[src/rtl/if_stage.sv]
// Instruction-fetch stage: owns the word-addressed PC, handshakes with instruction
// memory, and drives the IF/ID register consumed by decode.
module if_stage #(
  parameter logic [15:0] RESET_PC  = 16'h0000,
  parameter logic [15:0] NOP_INSTR = 16'h0000
) (
  input  logic        clock,
  input  logic        reset,
  input  logic        stall,
  input  logic        flush,
  input  logic        branchTaken,
  input  logic [15:0] branchTarget,
  input  logic        jump,
  input  logic [15:0] jumpTarget,
  output logic [15:0] imemAddr,
  output logic        imemRead,
  input  logic        imemReady,
  input  logic [15:0] imemData,
  output logic [15:0] instruction,
  output logic [15:0] pcPlus1,
  output logic        validOut
);

  typedef enum logic [1:0] {IDLE, FETCH, HOLD, ABORT} state_t;

  state_t      state, state_nx;
  logic [15:0] pc, pc_nx;
  logic [15:0] hold_buf, hold_buf_nx;
  logic [15:0] instr_nx, pc_plus1_nx;
  logic        valid_nx;
  logic        load, bubble;
  logic [15:0] load_data;
  logic        redirect;
  logic [15:0] target;

  assign redirect = jump | branchTaken;
  assign target   = jump ? jumpTarget : branchTarget;

  // Request is purely state-decoded so it falls immediately when reset asserts.
  assign imemRead = (state == FETCH);
  assign imemAddr = pc;

  always_comb begin
    state_nx    = state;
    pc_nx       = pc;
    hold_buf_nx = hold_buf;
    load        = 1'b0;
    bubble      = 1'b0;
    load_data   = imemData;

    case (state)
      IDLE: state_nx = FETCH;
      FETCH: begin
        if (redirect) begin
          pc_nx  = target;
          bubble = 1'b1;
          if (!imemReady) state_nx = ABORT;
        end else if (imemReady) begin
          if (stall) begin
            hold_buf_nx = imemData;
            state_nx    = HOLD;
          end else begin
            load  = 1'b1;
            pc_nx = pc + 16'd1;
          end
        end else begin
          bubble = 1'b1;
        end
      end
      ABORT: begin
        state_nx = FETCH;
        bubble   = 1'b1;
        if (redirect) pc_nx = target;
      end
      HOLD: begin
        if (redirect) begin
          pc_nx       = target;
          hold_buf_nx = '0;
          bubble      = 1'b1;
          state_nx    = FETCH;
        end else if (!stall) begin
          load      = 1'b1;
          load_data = hold_buf;
          pc_nx     = pc + 16'd1;
          state_nx  = FETCH;
        end
      end
    endcase

    // IF/ID priority: flush over stall over load/bubble.
    instr_nx    = instruction;
    pc_plus1_nx = pcPlus1;
    valid_nx    = validOut;
    if (flush) begin
      instr_nx    = NOP_INSTR;
      pc_plus1_nx = '0;
      valid_nx    = 1'b0;
    end else if (!stall) begin
      if (load) begin
        instr_nx    = load_data;
        pc_plus1_nx = pc + 16'd1;
        valid_nx    = 1'b1;
      end else if (bubble) begin
        instr_nx = NOP_INSTR;
        valid_nx = 1'b0;
      end
    end
  end

  always_ff @(posedge clock or negedge reset) begin
    if (!reset) begin
      state       <= IDLE;
      pc          <= RESET_PC;
      hold_buf    <= '0;
      instruction <= NOP_INSTR;
      pcPlus1     <= '0;
      validOut    <= 1'b0;
    end else begin
      state       <= state_nx;
      pc          <= pc_nx;
      hold_buf    <= hold_buf_nx;
      instruction <= instr_nx;
      pcPlus1     <= pc_plus1_nx;
      validOut    <= valid_nx;
    end
  end

endmodule
[config.mk]
export PLATFORM = sky130hd
export DESIGN_NAME = if_stage
export DESIGN_NICKNAME = d
export VERILOG_FILES = /design/src/rtl/if_stage.sv
export SDC_FILE = /design/constraint.sdc
export NUM_CORES = 1
export LEC_CHECK = 0
export ABC_AREA = 0
export CORE_ASPECT_RATIO = 1.5
export CORE_MARGIN = 10
export CORE_UTILIZATION = 50
export DETAILED_ROUTE_END_ITERATION = 6
export GPL_TIMING_DRIVEN = 1
export PLACE_DENSITY = 0.92
export SYNTH_ARGS = -nofsm -noshare
export SYNTH_HDL_FRONTEND = slang
export SYNTH_SLANG_ARGS = --single-unit
[constraint.sdc]
create_clock -name clock -period 6.04 [get_ports clock]
set_input_delay 1.208 -clock clock [delete_from_list [all_inputs] [get_ports clock]]
set_output_delay 1.208 -clock clock [all_outputs]
set_load 0.005 [all_outputs]
* Word-level counts from Yosys, hierarchy flattened
Index checks and enable logic that the tools add are counted.
Operators by class: add/sub/neg operators 1, equality and inequality tests 13, muxes and demuxes 41, bitwise operators 1, reductions and logical operators 11
Operator list (count):
- 16-bit 2-to-1 mux | 19
- 16-bit one-hot mux with 3 select lines | 1
- 16-bit one-hot mux with 2 select lines | 1
- 16-bit by 1-bit adder with 16-bit output, second input constant | 1
- 2-bit 2-to-1 mux | 6
- 1-bit 2-to-1 mux | 11
- 2-bit inequality test, second input constant | 4
- 3-bit inequality test, second input constant | 2
- 2-bit one-hot mux with 3 select lines | 1
- 3-bit nonzero test | 2
- 5-bit AND reduction | 1
- 2-bit equality test, second input constant | 2
- 2-bit by 1-bit inequality test with 1-bit output, second input constant | 2
- 2-bit AND reduction | 2
- 4-bit AND reduction | 1
- 2-bit nonzero test | 2
- 3-bit by 1-bit inequality test with 1-bit output, second input constant | 1
- 3-bit by 2-bit inequality test with 1-bit output, second input constant | 1
- 1-bit one-hot mux with 3 select lines | 1
- 3-bit AND reduction | 1
- 2-bit by 1-bit equality test with 1-bit output, second input constant | 1
- 2-bit logical NOT | 1
- 1-bit one-hot mux with 2 select lines | 1
- 2-bit OR reduction | 1
- 1-bit OR | 1
Word-level totals: flip-flop bits (word level) 67, input bits 55, output and inout port bits 50, word-level logic and storage cells 73

* Logic depth before layout (Yosys ltp)
Gate-level depths: netlist of run 1.
word-level depth 7, gate-level depth with buffers 9

* Worst setup path before layout of run 1
No wires, ideal clock.
path type input port to flip-flop, start point input stall, end point register hold_buf[10], setup time 0.125 ns, data arrival time 2.533 ns, data required time 5.915 ns, path slack 3.382 ns, stages on the path 5, path through clkbuf_1 nand2_1 o32ai_4 buf_4 mux2_2
Between the ends: word-level cells in the longest chain between the ends 2
RTL lines:
- from (decl) | line 9 | input logic stall,
- 2-bit inequality test (no source line)
- 5-bit AND reduction (no source line)
- to (signal assigned) | line 121 | hold_buf <= hold_buf_nx;
- to (decl) | line 28 | logic [15:0] hold_buf, hold_buf_nx;
No other way between the ends. A chain may end at the register's enable or synchronous reset.

* Worst setup path after layout of run 1
start point input jump, end point register instruction[13]
Between the ends: word-level cells in the longest chain between the ends 6, elaborated cells on any way between the ends 14
RTL lines:
- from (decl) | line 13 | input logic jump,
- 1-bit OR * | line 36 | assign redirect = jump | branchTaken;
- 1-bit 2-to-1 mux, or another cell as far along | line 76 | if (redirect) begin
- 1-bit one-hot mux with 2 select lines or 16-bit 2-to-1 mux (tied branches) | line 51 | case (state)
- 16-bit 2-to-1 mux | line 99 | if (load) begin
- 16-bit 2-to-1 mux | line 98 | end else if (!stall) begin
- 16-bit 2-to-1 mux | line 94 | if (flush) begin
- to (signal assigned) | line 122 | instruction <= instr_nx;
- to (decl) | line 19 | output logic [15:0] instruction,
Every way passes the cells marked *; elsewhere a longest branch is shown, timed or not. The select of a mux whose other input is x is not followed.

==> results of run 1 <==
critical path, cell delays in order:
cell	delay, ps
clkdlybuf4s50_1	400
buf_4	240
or3b_4	440
nor3_2	240
nand2_1	620
o2bb2ai_1	400
cells by family after synthesis:
family / count (synthesis) / synth area share, %
multiplexers: 39 / 10.9
flip-flops: 67 / 44.5
XOR/XNOR: 12 / 2.79
AO/OA/AOI/OAI: 105 / 21.2
adder cells (fa/ha/maj): 5 / 1.66
buffers and inverters: 33 / 4.12
AND/OR/NAND/NOR: 105 / 14.8
path summary, 6_finish.rpt:
check                                      from                     endpoint  slack (ps)  cells after the start
max in group asynchronous                 reset     hold_buf[13]$_DFFE_PN0P_        4430                      2
setup / recovery                           jump  instruction[13]$_DFFE_PN0P_        2690                      6
min in group asynchronous                 reset      hold_buf[6]$_DFFE_PN0P_        1040                      2
hold / removal             validOut$_DFFE_PN0P_         validOut$_DFFE_PN0P_         490                      1
setup reg to reg           state[0]$_DFFE_PN0P_  instruction[13]$_DFFE_PN0P_        3080                      6
hold reg to reg            validOut$_DFFE_PN0P_         validOut$_DFFE_PN0P_         490                      1
cell usage after synthesis, types with 2 or more instances:
cell	count	area, um2
clkbuf_1	13	48.8
mux2i_1	22	220
and2_1	2	12.5
nand3_1	5	25.0
a31oi_1	9	56.3
xor2_1	3	26.3
o31a_1	2	17.5
a211o_1	2	17.5
and3_1	3	18.8
nor3_1	6	30.0
inv_1	5	18.8
o21ai_0	6	30.0
a21oi_1	9	45.0
dfrtp_1	67	1680
o2bb2ai_1	16	140
o211ai_1	2	15.0
a2bb2oi_1	3	26.3
nor2_1	15	56.3
buf_6	2	22.5
o211a_1	4	40.0
o21ai_1	13	65.1
nand4_1	6	37.5
nor2b_1	26	163
and4_1	2	17.5
buf_2	10	50.1
mux2_1	4	45.0
a22o_1	4	35.0
mux2_2	13	146
a211oi_1	15	113
nor4_1	4	25.0
o22a_1	8	70.1
nand2_1	27	101
xnor2_1	9	78.8
or3_1	4	25.0
ha_1	5	62.6
per-stage QoR:
| stage | power [mW] | util [%] | std cells | worst slack, ps | hold slack, ps |
|---|---|---|---|---|---|
| global route | 1.63 | 68.9 | 561 | 2560 | 505 |
| floorplan | 0.952 | - | 366 | 3380 | 458 |
| CTS | 1.53 | 68.9 | 561 | 2710 | 492 |
| detailed placement | 1.18 | 66.3 | 546 | 2410 | 474 |
| global placement | 1.15 | 66.3 | 546 | 2540 | 465 |
| finish | 1.54 | 68.9 | 561 | 2690 | 492 |
routing by layer:
metal	track usage (%)	vias to the layer above	wire length [um]
met4	7.12	0	217
met2	30.7	181	5200
li1	-	1543	-
met5	0	-	0
met1	22.0	1622	4400
met3	6.67	20	994
final cells by class:
type / instances / share of cell area, %
sequential: 67 / 33.5
timing repair buffer: 107 / 21.1
multi-input combinational: 266 / 38.8
clock inverter: 4 / 1.05
clock buffer: 11 / 2.62
tap: 100 / 2.50
inverter: 6 / 0.450
flip-flops by register name, summed over array words and instances (netlist names):
register and count:
imemAddr 16, hold_buf 16, validOut 1, pcPlus1 16
instruction 16, state 2
power breakdown:
group	internal [mW]	total (mW)	switching [mW]
registers	0.550	0.665	0.115
logic	0.274	0.515	0.241
clock network	0.189	0.356	0.167
total	1.01	1.54	0.523
==> flow_metrics.py, run 1 <==
metrics = {
    "outcome": {
        "status": "completed",
    },
    "global_route": {
        "grt_pass1_vias": 3493,
        "overflow": 0,
        "grt_antenna_before_repair": 0,
        "grt_max_degree": 68,
        "grt_usage_pct": 18.7,
        "grt_first_pass_wirelength_um": 17800,
    },
    "clock_network": {
        "holdBufCountCts": 0,
        "cts_buffers": 9,
        "clk_pin_slew_worst_paths_ps": 70,
        "cts_root_buf": "clkbuf_8",
        "worstSkewPairLatency_ps": 340,
        "clockBufferDepth": 2,
        "htreeDepth": 3,
        "cts_tree": "done",
        "cts.sinks": 67,
        "cts_setup_buffers": 0,
        "cts_resized": 0,
    },
    "worst_setup_path": {
        "crit_path_start_kind": "input pin",
        "end_kind": "register",
        "crit_required_ps": 6270,
        "criticalPathCategory": "in2reg",
        "critPathArrivalTime_ps": 3570,
        "cp_max_fo": 29,
    },
    "sta": {
        "fin_crit_sh_pct": 55.4,
        "fmax_ghz": 0.299,
        "setup_viol_count_final": 0,
        "relSlewSlack_pct": 32.9,
        "fin_setup_tns_ps": 0,
        "fin_crit_ps": 3350,
        "final_hold_viol_count": 0,
        "rsz0062_at_grt": "false",
        "maxSlewViolCount": 0,
        "tightest_slew_ps": 1000,
        "skew_ps": 10.9,
    },
    "detailed_routing": {
        "drc": 0,
        "first_iter_violations": 225,
        "wire_per_inst_um": 19.3,
        "dr.pass1.iters": 6,
        "via_count": 3366,
        "routed_via_density": 6.00,
        "drt-total-wl_um": 10800,
        "drtAntennaViolNets": 0,
    },
    "finish": {
        "drive_gt1_share_pct": 8.03,
        "diodes": 0,
        "ff_latch_area_um2": 1680,
        "final_cell_mix": "clkdlybuf4s50_1, dfrtp_1, nand2_1",
        "final_common_cell": "clkdlybuf4s50_1",
        "multi_input_area_um2": 1940,
        "nFillCells": 559,
        "finalNetCount": 517,
        "syn_to_final_growth_pct": 32.9,
        "final_area_um2": 5010,
    },
    "power": {
        "peakVddDrop_uv": 172,
        "p_leak_nw": 2.00,
        "power_density_nw_per_um2": 307,
    },
    "floorplan": {
        "coreArea_um2": 7270,
        "rows": 38,
        "die_h_um": 126,
        "die-area_um2": 11500,
        "pin_count": 105,
        "fp.dieW_um": 90.9,
        "initial_core_util_pct": 51.8,
    },
    "logic_synthesis": {
        "netlist_area_um2": 3770,
        "ys_warn_count": 0,
        "netlist_instances": 366,
        "async_flop_share_pct": 100,
        "synth_edf_count": 0,
        "synth-seq-cells": 67,
        "yosysSeqAreaShare_pct": 44.5,
        "synth.avg_cell_area_um2": 10.3,
        "ys_types": 55,
        "synth_nets": 426,
        "synth_ff_type": "dfrtp_1",
    },
    "place": {
        "hpwl_um": 7890,
        "place.gp.congestion": 0.928,
        "port_buffers": 104,
        "dpl_cell_area_um2": 4820,
    },
    "flow_run": {
        "drv_cap": 0,
    },
    "worst_hold_path": {
        "min_path_type": "reg2reg",
    },
}
(Power assumes the default switching activity.)
==> run 2: changes to the inputs <==
Settings changed: CORE_UTILIZATION 50 to 44, PLACE_DENSITY 0.92 to 0.86.
Clock period 6.04 ns to 2.75 ns, I/O delays scaled along.
==> flow_metrics.py, run 2 (same netlist as run 1, synthesis figures left out) <==
metrics = {
    "worst_setup_path": {
        "rr_worst_depth": 7,
        "crit_required_ps": 2200,
        "crit_family": "buffers and inverters",
        "regToRegStartpoint": "state[0]$_DFFE_PN0P_",
        "crit_path_end": "imemRead",
        "cpPeakStageDelay_ps": 560,
        "crit_path_start_kind": "register",
        "crit_buf_inv": 2,
        "critPathArrivalTime_ps": 1730,
        "crit_cells": 3,
        "criticalPathCategory": "reg2out",
        "cp_cell_sequence": "inv_1 -> ha_1 -> clkdlybuf4s50_1",
        "worstSetupStartpoint": "state[1]$_DFFE_PN0P_",
        "cp_max_fo": 9,
        "cp_slowest_cell": "clkdlybuf4s50_1",
        "end_kind": "output port",
        "regToRegSetupSlack_ps": 490,
        "r2r-end": "instruction[2]$_DFFE_PN0P_",
    },
    "power": {
        "total_power_mw": 3.85,
        "peakVddDrop_uv": 597,
        "power_density_nw_per_um2": 733,
        "p_leak_nw": 2.12,
    },
    "global_route": {
        "grt_antenna_before_repair": 0,
        "grt_max_degree": 35,
        "met3_usage_pct": 5.29,
        "grt_use_met1_pct": 20.2,
        "busiest_layer": "met2",
        "grt_usage_pct": 17.8,
        "grt_first_pass_wirelength_um": 18000,
        "use_met2_pct": 29.4,
        "overflow": 0,
        "grt_pass1_vias": 3472,
    },
    "clock_network": {
        "cts_buffers": 9,
        "clockBufferDepth": 2,
        "cts_tree": "done",
        "clk_pin_slew_worst_paths_ps": 50,
        "cts_resized": 0,
        "cts_setup_buffers": 0,
        "holdBufCountCts": 0,
        "htreeDepth": 3,
        "cts_root_buf": "clkbuf_16",
        "cts.sinks": 67,
        "worstSkewPairLatency_ps": 330,
    },
    "flow_run": {
        "drv_cap": 0,
    },
    "finish": {
        "finalNetCount": 526,
        "diodes": 0,
        "multi_input_area_um2": 1940,
        "final_cell_mix": "clkdlybuf4s50_1, dfrtp_1, nand2_1",
        "drive_gt1_share_pct": 10.4,
        "syn_to_final_growth_pct": 39.3,
        "nFillCells": 688,
        "layoutNonFillerInstCount": 578,
        "ff_latch_area_um2": 1680,
        "final_common_cell": "clkdlybuf4s50_1",
        "final_util_pct": 62.4,
        "final_area_um2": 5250,
    },
    "floorplan": {
        "pin_count": 105,
        "die-area_um2": 12700,
        "die_h_um": 133,
        "coreArea_um2": 8410,
        "rows": 41,
        "fp.dieW_um": 95.6,
        "initial_core_util_pct": 44.8,
    },
    "sta": {
        "final_hold_viol_count": 0,
        "fin_crit_sh_pct": 83.0,
        "fin_crit_ps": 2280,
        "rsz0062_at_grt": "false",
        "relSlewSlack_pct": 49.1,
        "tightest_slew_ps": 764,
        "skew_ps": 7.84,
        "fmax_ghz": 0.438,
        "fin_setup_tns_ps": 0,
        "setup_viol_count_final": 0,
        "maxSlewViolCount": 0,
    },
    "outcome": {
        "status": "completed",
    },
    "detailed_routing": {
        "drc": 0,
        "via_count": 3369,
        "dr.pass1.iters": 4,
        "wire_per_inst_um": 19.8,
        "first_iter_violations": 178,
        "drt-total-wl_um": 11400,
        "routed_via_density": 5.83,
        "drtAntennaViolNets": 0,
    },
    "place": {
        "dpl_cell_area_um2": 4930,
        "hpwl_um": 8260,
        "port_buffers": 104,
        "dp.cells": 562,
        "place.gp.congestion": 0.862,
    },
    "worst_hold_path": {
        "min_path_type": "in2async",
    },
}
==> run 2: changes by cell type in the layout (fill, tap and decap cells not counted), sizes merged <==
| cell | change |
|---|---|
| buf | +9 |
| clkbuf | +2 |
| clkinv | -1 |
==> run 2: through the flow <==
step	setup slack, ps	hold WS (ps)
after floorplan	730	254
after global placement	230	467
after detailed placement	208	475
after CTS	467	306
after global routing	371	353
final	466	293
==> run 2: routing by layer <==
layer / vias up / wire length (um)
met5: - / 0
met4: 0 / 333
met3: 21 / 934
met2: 142 / 5710
met1: 1642 / 4440
li1: 1564 / -
==> run 2: worst min path at each step <==
stage / from / end / slack [ps] / depth (start not counted)
3_3_place_gp: pcPlus1[13]$_DFFE_PN0P_ / pcPlus1[13]$_DFFE_PN0P_ / 470 / 2
4_1_cts: reset / instruction[6]$_DFFE_PN0P_ / 310 / 1
6_report: reset / instruction[6]$_DFFE_PN0P_ / 290 / 1
5_1_grt: reset / instruction[6]$_DFFE_PN0P_ / 350 / 1
3_5_place_dp: instruction[2]$_DFFE_PN0P_ / instruction[2]$_DFFE_PN0P_ / 470 / 1
2_1_floorplan: reset / hold_buf[0]$_DFFE_PN0P_ / 250 / 0
==> run 2: worst reg2reg max path, cell delays in order (launching register included) <==
cell and delay, ps:
dfrtp_1 430, inv_1 130, ha_1 470, clkinv_1 430, o211ai_1 200, a22o_1 140
buf_4 220, o2bb2ai_1 160
==> run 2: layout make-up <==
class	instances	area share, %
Tap cell	107	2.55
Inverter	6	0.429
Clock inverter	3	0.834
Multi-Input combinational cell	266	37.0
Sequential cell	67	31.9
Timing Repair Buffer	116	21.9
Clock buffer	13	5.34
==> run 2: where the power goes <==
part           switching (mW)  internal (mW)  leakage (nW)  total, mW
combinational           0.549          0.631          1.10       1.18
clock                   0.410          0.800         0.162       1.21
sequential              0.248           1.21         0.856       1.46
==> run 3: changes to the inputs <==
Settings changed: CORE_UTILIZATION 44 to 48, PLACE_DENSITY 0.86 to 0.89.
Clock period 2.75 ns to 2.3 ns, I/O delays scaled along.
==> flow_metrics.py, run 3 (same netlist as run 1, synthesis figures left out) <==
metrics = {
    "outcome": {
        "status": "completed",
    },
    "detailed_routing": {
        "first_iter_violations": 240,
        "routed_via_density": 6.04,
        "top_layer_used": "met4",
        "via_count": 3539,
        "met2_length_um": 6050,
        "drc": 0,
        "dr.pass1.iters": 5,
        "wl_met3_um": 978,
        "wirelength_met1_um": 4500,
        "drtAntennaViolNets": 0,
        "wire_per_inst_um": 20.4,
        "drt-total-wl_um": 12000,
    },
    "worst_setup_path": {
        "end_kind": "register",
        "rr_worst_depth": 6,
        "criticalPathCategory": "reg2reg",
        "r2r-end": "pcPlus1[13]$_DFFE_PN0P_",
        "critPathArrivalTime_ps": 2470,
        "regToRegStartpoint": "state[1]$_DFFE_PN0P_",
        "crit_family": "simple AND/OR/NAND/NOR gates",
        "cp_cell_sequence": "inv_1 -> ha_1 -> or3b_4 -> or3_1 -> a2111o_1 -> nand3_1",
        "regToRegSetupSlack_ps": 100,
        "cp_max_fo": 5,
        "cpPeakStageDelay_ps": 430,
        "crit_buf_inv": 1,
        "crit_required_ps": 2560,
        "cp_slowest_cell": "dfrtp_1",
        "crit_path_start_kind": "register",
    },
    "power": {
        "switchingPower_mw": 1.49,
        "power_density_nw_per_um2": 912,
        "p_seq_share_pct": 35.1,
        "p_leak_nw": 2.22,
        "power.internal_mw": 3.48,
        "sw_frac_of_total_pct": 30.0,
        "clock_power_share_pct": 34.8,
        "peakVddDrop_uv": 474,
        "comb_power_share_pct": 30.2,
    },
    "floorplan": {
        "fp.dieW_um": 92.3,
        "die-area_um2": 11900,
        "die_h_um": 129,
        "pin_count": 105,
        "coreArea_um2": 7660,
        "initial_core_util_pct": 49.2,
        "rows": 39,
    },
    "sta": {
        "skew_ps": 2.65,
        "relSlewSlack_pct": 48.5,
        "rsz0062_at_grt": "false",
        "setup_viol_count_final": 0,
        "timing.hold.ws_ps": 206,
        "fin_crit_sh_pct": 95.9,
        "final_hold_viol_count": 0,
        "fmax_ghz": 0.454,
        "fin_crit_ps": 2200,
        "maxSlewViolCount": 0,
        "fin_setup_tns_ps": 0,
        "tightest_slew_ps": 772,
    },
    "finish": {
        "diodes": 0,
        "drive_gt1_share_pct": 12.8,
        "final_cell_mix": "clkdlybuf4s50_1, dfrtp_1, nand2_1",
        "syn_to_final_growth_pct": 44.5,
        "layoutNonFillerInstCount": 586,
        "final_area_um2": 5450,
        "finalNetCount": 539,
        "final_common_cell": "clkdlybuf4s50_1",
    },
    "clock_network": {
        "cts.sinks": 67,
        "clockBufferDepth": 2,
        "cts_buffers": 9,
        "cts_root_buf": "clkbuf_16",
        "cts_setup_buffers": 0,
        "htreeDepth": 3,
        "clk_pin_slew_worst_paths_ps": 50,
        "cts_tree": "done",
        "worstSkewPairLatency_ps": 330,
    },
    "global_route": {
        "grt_usage_pct": 20.4,
        "grt_antenna_before_repair": 0,
        "grt_max_degree": 35,
        "overflow": 0,
        "grt_first_pass_wirelength_um": 19500,
        "grt_pass1_vias": 3749,
    },
    "place": {
        "port_buffers": 104,
        "dpl_cell_area_um2": 5070,
        "place.gp.congestion": 0.881,
        "hpwl_um": 8520,
        "dp.cells": 570,
    },
    "worst_hold_path": {
        "min_path_type": "in2async",
    },
    "flow_run": {
        "drv_cap": 0,
    },
}
==> run 3: power groups by stage <==
| stage | clock, mW | sequential [mW] | combinational (mW) |
|---|---|---|---|
| floorplan | 0 | 1.65 | 0.850 |
| global placement | 0 | 1.71 | 1.41 |
| detailed placement | 0 | 1.74 | 1.47 |
| CTS | 1.74 | 1.73 | 1.49 |
| global route | 1.79 | 1.78 | 1.61 |
| finish | 1.73 | 1.74 | 1.50 |
==> run 3: final cells by class <==
| class | count | area, um2 |
|---|---|---|
| Clock buffer | 12 | 256 |
| Clock inverter | 4 | 120 |
| Fill cell | 543 | 2210 |
| Inverter | 6 | 22.5 |
| Multi-Input combinational cell | 266 | 1940 |
| Sequential cell | 67 | 1680 |
| Tap cell | 102 | 128 |
| Timing Repair Buffer | 129 | 1300 |
==> run 3: routing by layer <==
layer,global-route usage [%],vias up
met3,6.81,35
met2,34.8,203
met1,21.6,1709
met5,0,-
li1,-,1592
met4,11.5,0
==> run 3: worst max path at each step <==
stage | from | end | slack [ps] | depth (start not counted)
2_1_floorplan | state[0]$_DFFE_PN0P_ | instruction[3]$_DFFE_PN0P_ | 280 | 8
3_3_place_gp | branchTaken | pcPlus1[13]$_DFFE_PN0P_ | 80 | 5
3_5_place_dp | branchTaken | pcPlus1[13]$_DFFE_PN0P_ | 20 | 5
4_1_cts | state[1]$_DFFE_PN0P_ | imemRead | 60 | 3
5_1_grt | state[1]$_DFFE_PN0P_ | instruction[11]$_DFFE_PN0P_ | 50 | 7
6_report | state[1]$_DFFE_PN0P_ | pcPlus1[13]$_DFFE_PN0P_ | 100 | 6
==> run 3: per-stage QoR <==
stage | setup WS [ps] | total power [mW] | util [%]
floorplan | 280 | 2.50 | -
global placement | 83.3 | 3.13 | 66.1
detailed placement | 17.8 | 3.21 | 66.1
CTS | 55.8 | 4.96 | 71.1
global route | 45.8 | 5.19 | 71.1
finish | 95.3 | 4.97 | 71.1
==> run 3: worst register-to-register path: stages, from the launching register on <==
cell and delay [ps]:
dfrtp_1 430, inv_1 100, ha_1 270, or3b_4 410, or3_1 410, a2111o_1 420, nand3_1 100
==> run 3: what timing repair did <==
item                                   4_1_cts  5_1_grt
resized for setup                            0        1
setup endpoints to repair                    0        1
endpoints found under the hold margin        0        0
hold buffers                                 0        0
